--- src/rtl/nor_pkg.sv ---
`default_nettype none
// ============================================================================
// Module   : nor_pkg
// Purpose  : Shared types and constants for the QPI (4-4-4) NOR flash reader.
// Revision : 1.0
// ============================================================================
package nor_pkg;

    typedef enum logic [2:0] {
        ST_IDLE  = 3'd0,
        ST_CMD   = 3'd1,
        ST_ADDR  = 3'd2,
        ST_DUMMY = 3'd3,
        ST_DATA  = 3'd4,
        ST_RECOV = 3'd5
    } nor_state_t;

    localparam logic [7:0] C_CMD_DEFAULT = 8'hEB;
    localparam int         C_CMD_SCK     = 2;
    localparam int         C_ADDR_SCK    = 6;

endpackage
`default_nettype wire

--- src/rtl/nor_qpi_reader.sv ---
`default_nettype none
// ============================================================================
// Module   : nor_qpi_reader
// Purpose  : Reads byte bursts from a QPI NOR flash (4-4-4 mode, SCK = clk/2).
// Revision : 1.0
// ============================================================================
module nor_qpi_reader
    import nor_pkg::*;
#(
    parameter logic [7:0] CMD      = C_CMD_DEFAULT,
    parameter int         DUMMY    = 6,
    parameter int         CSB_IDLE = 2
) (
    input  logic        clk,
    input  logic        rst,
    input  logic        req_vld,
    output logic        req_rdy,
    input  logic [23:0] req_addr,
    input  logic [7:0]  req_len,
    input  logic        abort,
    output logic        rsp_vld,
    input  logic        rsp_rdy,
    output logic [7:0]  rsp_data,
    output logic        busy,
    output logic        nor_sck,
    output logic        nor_csb,
    output logic [3:0]  nor_sio_o,
    output logic [3:0]  nor_sio_oe,
    input  logic [3:0]  nor_sio_i
);

    localparam logic [7:0] c_cmd_last   = 8'(C_CMD_SCK - 1);
    localparam logic [7:0] c_addr_last  = 8'(C_ADDR_SCK - 1);
    localparam logic [7:0] c_dummy_last = 8'(DUMMY - 1);
    localparam logic [7:0] c_recov_last = 8'(2 * CSB_IDLE - 1);

    nor_state_t  r_state;
    logic        r_ph;      // 1: the next clk edge begins a new L phase
    logic [7:0]  r_cnt;
    logic [9:0]  r_left;    // data nibbles still to be clocked in
    logic [31:0] r_osr;
    logic        r_samp;
    logic        r_nib;
    logic        r_abt;
    logic        r_pend;
    logic [3:0]  r_sh;
    logic [7:0]  r_byte;

    logic w_active;
    logic w_xfer;
    logic w_stall;
    logic w_abort;

    assign w_active = (r_state != ST_IDLE) && (r_state != ST_RECOV);
    assign w_xfer   = r_pend && (!rsp_vld || rsp_rdy);
    // A complete byte still waiting for the output register freezes SCK low.
    assign w_stall  = r_samp && r_pend && !w_xfer;
    assign w_abort  = w_active && (r_abt || abort);

    assign req_rdy = (r_state == ST_IDLE);
    assign busy    = (r_state != ST_IDLE);

    always_ff @(posedge clk or posedge rst) begin
        if (rst) begin
            r_state    <= ST_IDLE;
            r_ph       <= 1'b0;
            r_cnt      <= 8'd0;
            r_left     <= 10'd0;
            r_osr      <= 32'd0;
            r_samp     <= 1'b0;
            r_nib      <= 1'b0;
            r_abt      <= 1'b0;
            r_pend     <= 1'b0;
            r_sh       <= 4'd0;
            r_byte     <= 8'd0;
            rsp_vld    <= 1'b0;
            rsp_data   <= 8'd0;
            nor_sck    <= 1'b0;
            nor_csb    <= 1'b1;
            nor_sio_o  <= 4'd0;
            nor_sio_oe <= 4'd0;
        end else begin
            if (w_xfer) begin
                rsp_vld  <= 1'b1;
                rsp_data <= r_byte;
                r_pend   <= 1'b0;
            end else if (rsp_rdy) begin
                rsp_vld  <= 1'b0;
            end

            if (w_active && abort) begin
                r_abt <= 1'b1;
            end

            case (r_state)
                ST_IDLE: begin
                    if (req_vld) begin
                        r_state <= ST_CMD;
                        r_cnt   <= 8'd0;
                        r_ph    <= 1'b1;
                        r_osr   <= {CMD, req_addr};
                        r_left  <= {1'b0, req_len, 1'b0} + 10'd2;
                        r_abt   <= 1'b0;
                        r_nib   <= 1'b0;
                        r_samp  <= 1'b0;
                    end
                end
                ST_RECOV: begin
                    r_cnt <= r_cnt + 8'd1;
                    if (r_cnt == c_recov_last) begin
                        r_state <= ST_IDLE;
                        r_cnt   <= 8'd0;
                    end
                end
                default: begin
                    if ((r_ph || w_stall) && w_abort) begin
                        r_state    <= ST_RECOV;
                        r_cnt      <= 8'd0;
                        r_ph       <= 1'b0;
                        r_samp     <= 1'b0;
                        r_abt      <= 1'b0;
                        nor_csb    <= 1'b1;
                        nor_sck    <= 1'b0;
                        nor_sio_oe <= 4'd0;
                        nor_sio_o  <= 4'd0;
                    end else if (r_ph) begin
                        r_ph    <= 1'b0;
                        nor_sck <= 1'b0;
                        r_cnt   <= r_cnt + 8'd1;
                        case (r_state)
                            ST_CMD, ST_ADDR: begin
                                nor_csb    <= 1'b0;
                                nor_sio_oe <= 4'hF;
                                nor_sio_o  <= r_osr[31:28];
                                r_osr      <= {r_osr[27:0], 4'd0};
                                if (r_state == ST_CMD && r_cnt == c_cmd_last) begin
                                    r_state <= ST_ADDR;
                                    r_cnt   <= 8'd0;
                                end else if (r_state == ST_ADDR && r_cnt == c_addr_last) begin
                                    r_state <= ST_DUMMY;
                                    r_cnt   <= 8'd0;
                                end
                            end
                            ST_DUMMY: begin
                                nor_sio_oe <= 4'd0;
                                nor_sio_o  <= 4'd0;
                                if (r_cnt == c_dummy_last) begin
                                    r_state <= ST_DATA;
                                    r_cnt   <= 8'd0;
                                end
                            end
                            ST_DATA: begin
                                if (r_left == 10'd0) begin
                                    r_state <= ST_RECOV;
                                    r_cnt   <= 8'd0;
                                    r_samp  <= 1'b0;
                                    nor_csb <= 1'b1;
                                end else begin
                                    r_left <= r_left - 10'd1;
                                    r_samp <= 1'b1;
                                end
                            end
                            default: begin
                            end
                        endcase
                    end else if (!w_stall) begin
                        nor_sck <= 1'b1;
                        r_ph    <= 1'b1;
                        if (r_samp) begin
                            r_nib <= !r_nib;
                            if (r_nib) begin
                                r_byte <= {r_sh, nor_sio_i};
                                r_pend <= 1'b1;
                            end else begin
                                r_sh <= nor_sio_i;
                            end
                        end
                    end
                end
            endcase
        end
    end

endmodule
`default_nettype wire

--- config.mk ---
export PLATFORM = sky130hd
export DESIGN_NAME = nor_qpi_reader
export DESIGN_NICKNAME = d
export VERILOG_FILES = /design/src/rtl/nor_pkg.sv /design/src/rtl/nor_qpi_reader.sv
export SDC_FILE = /design/constraint.sdc
export NUM_CORES = 1
export LEC_CHECK = 0
export ABC_CLOCK_PERIOD_IN_PS = 2880
export CAP_MARGIN = 10
export CORE_ASPECT_RATIO = 2
export CORE_MARGIN = 3
export CORE_UTILIZATION = 49
export DETAILED_ROUTE_END_ITERATION = 10
export PLACE_DENSITY = 0.77
export SYNTH_ARGS = -nofsm -noshare
export SYNTH_HDL_FRONTEND = slang
export SYNTH_SLANG_ARGS = --single-unit
--- constraint.sdc ---
create_clock -name clk -period 2.88 [get_ports clk]
set_input_delay 0.576 -clock clk [delete_from_list [all_inputs] [get_ports clk]]
set_output_delay 0.576 -clock clk [all_outputs]
set_load 0.02 [all_outputs]
== Yosys cells after proc, flatten, opt, wreduce, memory -nomap -nowiden ==
Cells that the tools add are included.

* Output and inout bits: 21
* Register bits: 89
* Input bits: 41

* Reductions and logical operators: 44
* Eq/ne operators: 20
* Add/sub/neg operators: 3
* Bitwise logic cells: 6
* Muxes and demuxes: 73

{| class="wikitable"
|+ Operators with widths
! kind !! count
|-
| $mux W32 || 4
|-
| $mux W8 || 8
|-
| $pmux W32 S2 || 1
|-
| $mux W10 || 5
|-
| $mux W1 || 31
|-
| $mux W3 || 8
|-
| $pmux W8 S3 || 1
|-
| $reduce_and A6 Y1 || 4
|-
| $pmux W10 S2 || 1
|-
| $mux W4 || 4
|-
| $pmux W4 S2 || 2
|-
| $pmux W8 S2 || 1
|-
| $reduce_bool A3 Y1 || 5
|-
| $ne A2 B2 Y1 const B || 6
|-
| $reduce_bool A2 Y1 || 6
|-
| $add A9 B2 Y10 const B || 1
|-
| $logic_not A10 Y1 || 1
|-
| $ne A5 B5 Y1 const B || 2
|-
| $pmux W1 S2 || 5
|-
| $sub A10 B1 Y10 const B || 1
|-
| $logic_and A1 B1 Y1 || 9
|-
| $pmux W3 S3 || 1
|-
| $add A8 B1 Y8 const B || 1
|-
| $eq A8 B1 Y1 const B || 1
|-
| other kinds (21) || 37
|}

== Logic depth before layout (Yosys ltp) ==
Gate-level depths: netlist of the first run.

* Depth in word-level cells: 10
* Depth in mapped cells: 9
* Gate-level depth less buffers: 8

== Least setup slack after synthesis of the first run ==
Ideal clock, no wire load.

* Path kind: reg-to-output
* From: register r_state[0]
* To: output port req_rdy
* Path slack: 0.830 ns
* Required time: 2.304 ns
* Cell stages (with the launch flop): 7
* Buffers on the path: 4
* Data arrival time: 1.474 ns
* Cell sequence: dfrtp_1 > buf_6 > or3_1 > buf_2 > inv_1 > buf_2 > buf_2

* Longest elaborated chain between the ends: 1

{| class="wikitable"
|+ Ends and longest elaborated chain
! what !! RTL line !! source
|-
| from (decl) || nor_qpi_reader.sv:37 || <nowiki>nor_state_t r_state;</nowiki>
|-
| from (signal assigned) || nor_qpi_reader.sv:65 || <nowiki>r_state <= ST_IDLE;</nowiki>
|-
| from (signal assigned) || nor_qpi_reader.sv:98 || <nowiki>r_state <= ST_CMD;</nowiki>
|-
| from (signal assigned) || nor_qpi_reader.sv:111 || <nowiki>r_state <= ST_IDLE;</nowiki>
|-
| $logic_not A3 Y1 || nor_qpi_reader.sv:60 || <nowiki>assign req_rdy = (r_state == ST_IDLE);</nowiki>
|-
| to (decl) || nor_qpi_reader.sv:17 || <nowiki>output logic req_rdy,</nowiki>
|}

No other way between the ends.

== Worst setup path after layout of the first run ==
Ends and elaborated chain as after synthesis.

==> run summary, run 1 <==
Status: complete, no violations
Clock transition at path regs: 0.06 ns
Required time worst endpoint: 2.30 ns
CP max stage delay: 0.62 ns
Fin nets: 548
Worst slew pin tran: 0.507 ns
Final Hold Vio Count: 0
GRT Residual Overflow: 0
Syn_area_per_cell: 9.63 sq um
Slew Limit Fails: 0
Crit Path Max Fanout: 11
Initial Util: 51.1%
Largest net degree at the start of global routing: 87
Arrival time worst endpoint: 2.06 ns
Static Leak: 2.37 nW
Core footprint: 8410 sq um
CTS root buf: clkbuf_16
I/O Pins: 62
First-pass GRT wire length: 15800 um
RD Place Congestion: 0.873
Post-synth cell types: 56
Initial antenna violation count: 0
Dominant synthesized flop cell: dfrtp_1
Routed length per instance: 15.4 um
Detailed Routing Iterations Pass 1: 6
Number of global-route vias before repair: 3465
Area leader, netlist: dfrtp_1
Share of cells above drive strength 1: 13.0%
Synth Cell Area: 4300 sq um
Initial DRC Count: 184
# Post-CTS Setup Buffers: 0
Cells after Synth: 446
Gr usage total: 19.8%
Synth-to-layout area growth: 23.4%
Later-pin clock latency in the skew report: 0.34 ns
Max-cap violations: 0
Die Wd: 72.2 um
RSZ-0062 raised after global routing: false
Source of the worst register-to-register timing path: r_left[0]$_DFFE_PP0P_
Most common cell in the netlist: dfrtp_1
Sequential fraction of the synthesis area: 50.1%
WHS: 0.483 ns
HPWL Detailed: 6800 um
Final setup violating endpoints: 0
FF+latch count, synth: 86
FILL cells: 695
Hold Path Sink: r_osr[27]$_DFFE_PP0P_
Critical path type: reg2out
CTS tree: done
DRC Markers: 0
Final ANT Viol Nets: 0
Reg2Reg Setup Slack: 0.56 ns
N_diodes: 0
Crit end category: primary output
Cell Pwr Density: 1130 nW/um^2
Pre-CTS WS: 0.305 ns
Post-CTS sizing: 0
Main area contributors after synthesis: dfrtp_1, nand2_1, mux2_2, nor2_1, a31oi_1
Cell Area, Placed: 5000 sq um
Cell area after layout: 5300 sq um
Max frequency: 379 MHz
Port bufs: 61
Worst clock skew: 0.00407 ns
FP Rows: 47
CP cell instances: or3_1, inv_1, clkdlybuf4s50_1
Setup slack after layout: 0.239 ns
Hold Path Depth: 2
Synthesized Nets: 491
Final wirelength: 9350 um
R2R depth: 9
Tmin final: 2.64 ns
CP max stage cell: clkdlybuf4s50_1
Top cells by count, synth: dfrtp_1, nand2_1, nor2_1
# hold bufs at CTS: 0
Top-area cell type share of the netlist area: 49.5%
Die Area: 10000 sq um
Via-to-Cell Ratio: 5.73
WP buf/inv: 2
Via count: 3473
Ys async rst share: 100%
Die H: 138 um
# clock sinks: 86
# H-tree levels: 3
Reg-to-reg endpoint: r_cnt[6]$_DFFE_PP0P_
Worst path top cell family by delay: buffers and inverters
Post-synth EDFFs: 0
Maximum VDD drop: 0.000544 V
Startpoint types: flip-flop
Total negative slack: 0 ns
Final worst path period share: 91.7%
Clock Tree Buf Depth: 2
Min-Delay Path Class: reg2reg
Total number of yosys warnings: 0
Slew Limit Headroom: 66.1%
CTS Buf Count: 9
HP Start: r_osr[27]$_DFFE_PP0P_
-- flip-flops by register name (all words and copies together), names as in the netlist, 3 cells and up --
register,flops
nor_sio_o,4
rsp_data,8
r_osr,32
r_cnt,8
r_left,10
r_sh,4
r_byte,8
r_state,3
-- stage by stage --
| step | cells | power, W | utilization (%) |
|---|---|---|---|
| final | 606 | 0.00601 | 63.1 |
| after global routing | 606 | 0.00646 | 63.1 |
| after CTS | 606 | 0.00606 | 63.1 |
| after detailed placement | 590 | 0.00486 | 59.4 |
| after global placement | 590 | 0.00473 | 59.4 |
| after floorplan | 446 | 0.00409 | - |
-- cells in the final DEF, fill, tap and decap left out, types with 4 or more instances in the layout --
cell	count
a21oi_1	16
a22o_1	9
a22oi_1	7
a31oi_1	21
and3_1	8
buf_4	9
clkbuf_16	9
clkdlybuf4s50_1	61
dfrtp_1	85
ha_1	4
inv_1	10
mux2_2	21
nand2_1	80
nand3_1	11
nand4_1	4
nor2_1	46
nor2b_1	4
o21ai_0	23
o21ai_1	5
o22ai_1	5
xnor2_1	5
xor2_1	4
-- routing by layer --
layer,global-route usage (%),up-vias,wire length (um)
met5,0,-,0
li1,-,1673,-
met4,9.42,0,298
met1,21.6,1692,3570
met2,35.4,84,5150
met3,3.85,24,329
-- where the power goes --
group	switching (W)	total (W)	internal, W	leakage (nW)
clock network	0.000485	0.00118	0.000700	0.145
registers	0.000404	0.00213	0.00173	1.07
logic	0.00150	0.00269	0.00120	1.15
total	0.00239	0.00601	0.00363	2.37
-- how the worst max path moves through the flow --
stage / from / end / slack (ns) / depth (start not counted)
5_1_grt: r_state[0]$_DFFE_PP0P_ / req_rdy / 0.15 / 3
3_3_place_gp: rsp_rdy / r_cnt[4]$_DFFE_PP0P_ / 0.37 / 8
6_report: r_state[0]$_DFFE_PP0P_ / req_rdy / 0.24 / 3
4_1_cts: r_state[0]$_DFFE_PP0P_ / req_rdy / 0.22 / 3
2_1_floorplan: rst / nor_sck$_DFFE_PP0P_ / 0.08 / 1
3_5_place_dp: rsp_rdy / r_osr[1]$_DFFE_PP0P_ / 0.31 / 6
-- worst min-delay path, cell delays in order, from the launching register on --
cell and delay, ns:
dfrtp_1 0.35, nand2_1 0.05, nand2_1 0.05
-- final cells by class --
cell class	instances	area, sq um	share of cell area, %
Inverter	11	42.5	0.802
Multi-Input combinational cell	323	1960	37.0
Tap cell	98	123	2.31
Timing Repair Buffer	72	718	13.5
Clock buffer	10	239	4.51
Clock inverter	6	67.6	1.27
Sequential cell	86	2150	40.6
-- kinds of logic (layout without fill, tap and decap cells) --
logic type / after synthesis / after routing / synth area share [%]
buffers and inverters: 37 / 99 / 4.43
and+or+nand+nor: 184 / 184 / 20.6
xor gates and xnor gates: 9 / 9 / 1.83
AOI/OAI and AO/OA: 102 / 102 / 15.7
muxes: 24 / 24 / 6.20
adders and majority gates: 4 / 4 / 1.16
DFF: 86 / 86 / 50.1
(Power assumes the default switching activity.)
==> inputs of run 2 (changes only) <==
SKIP_LAST_GASP = 1   (was not set)
==> results of run 2 <==
Final layout, timing and power as in run 1 (identical DEF).
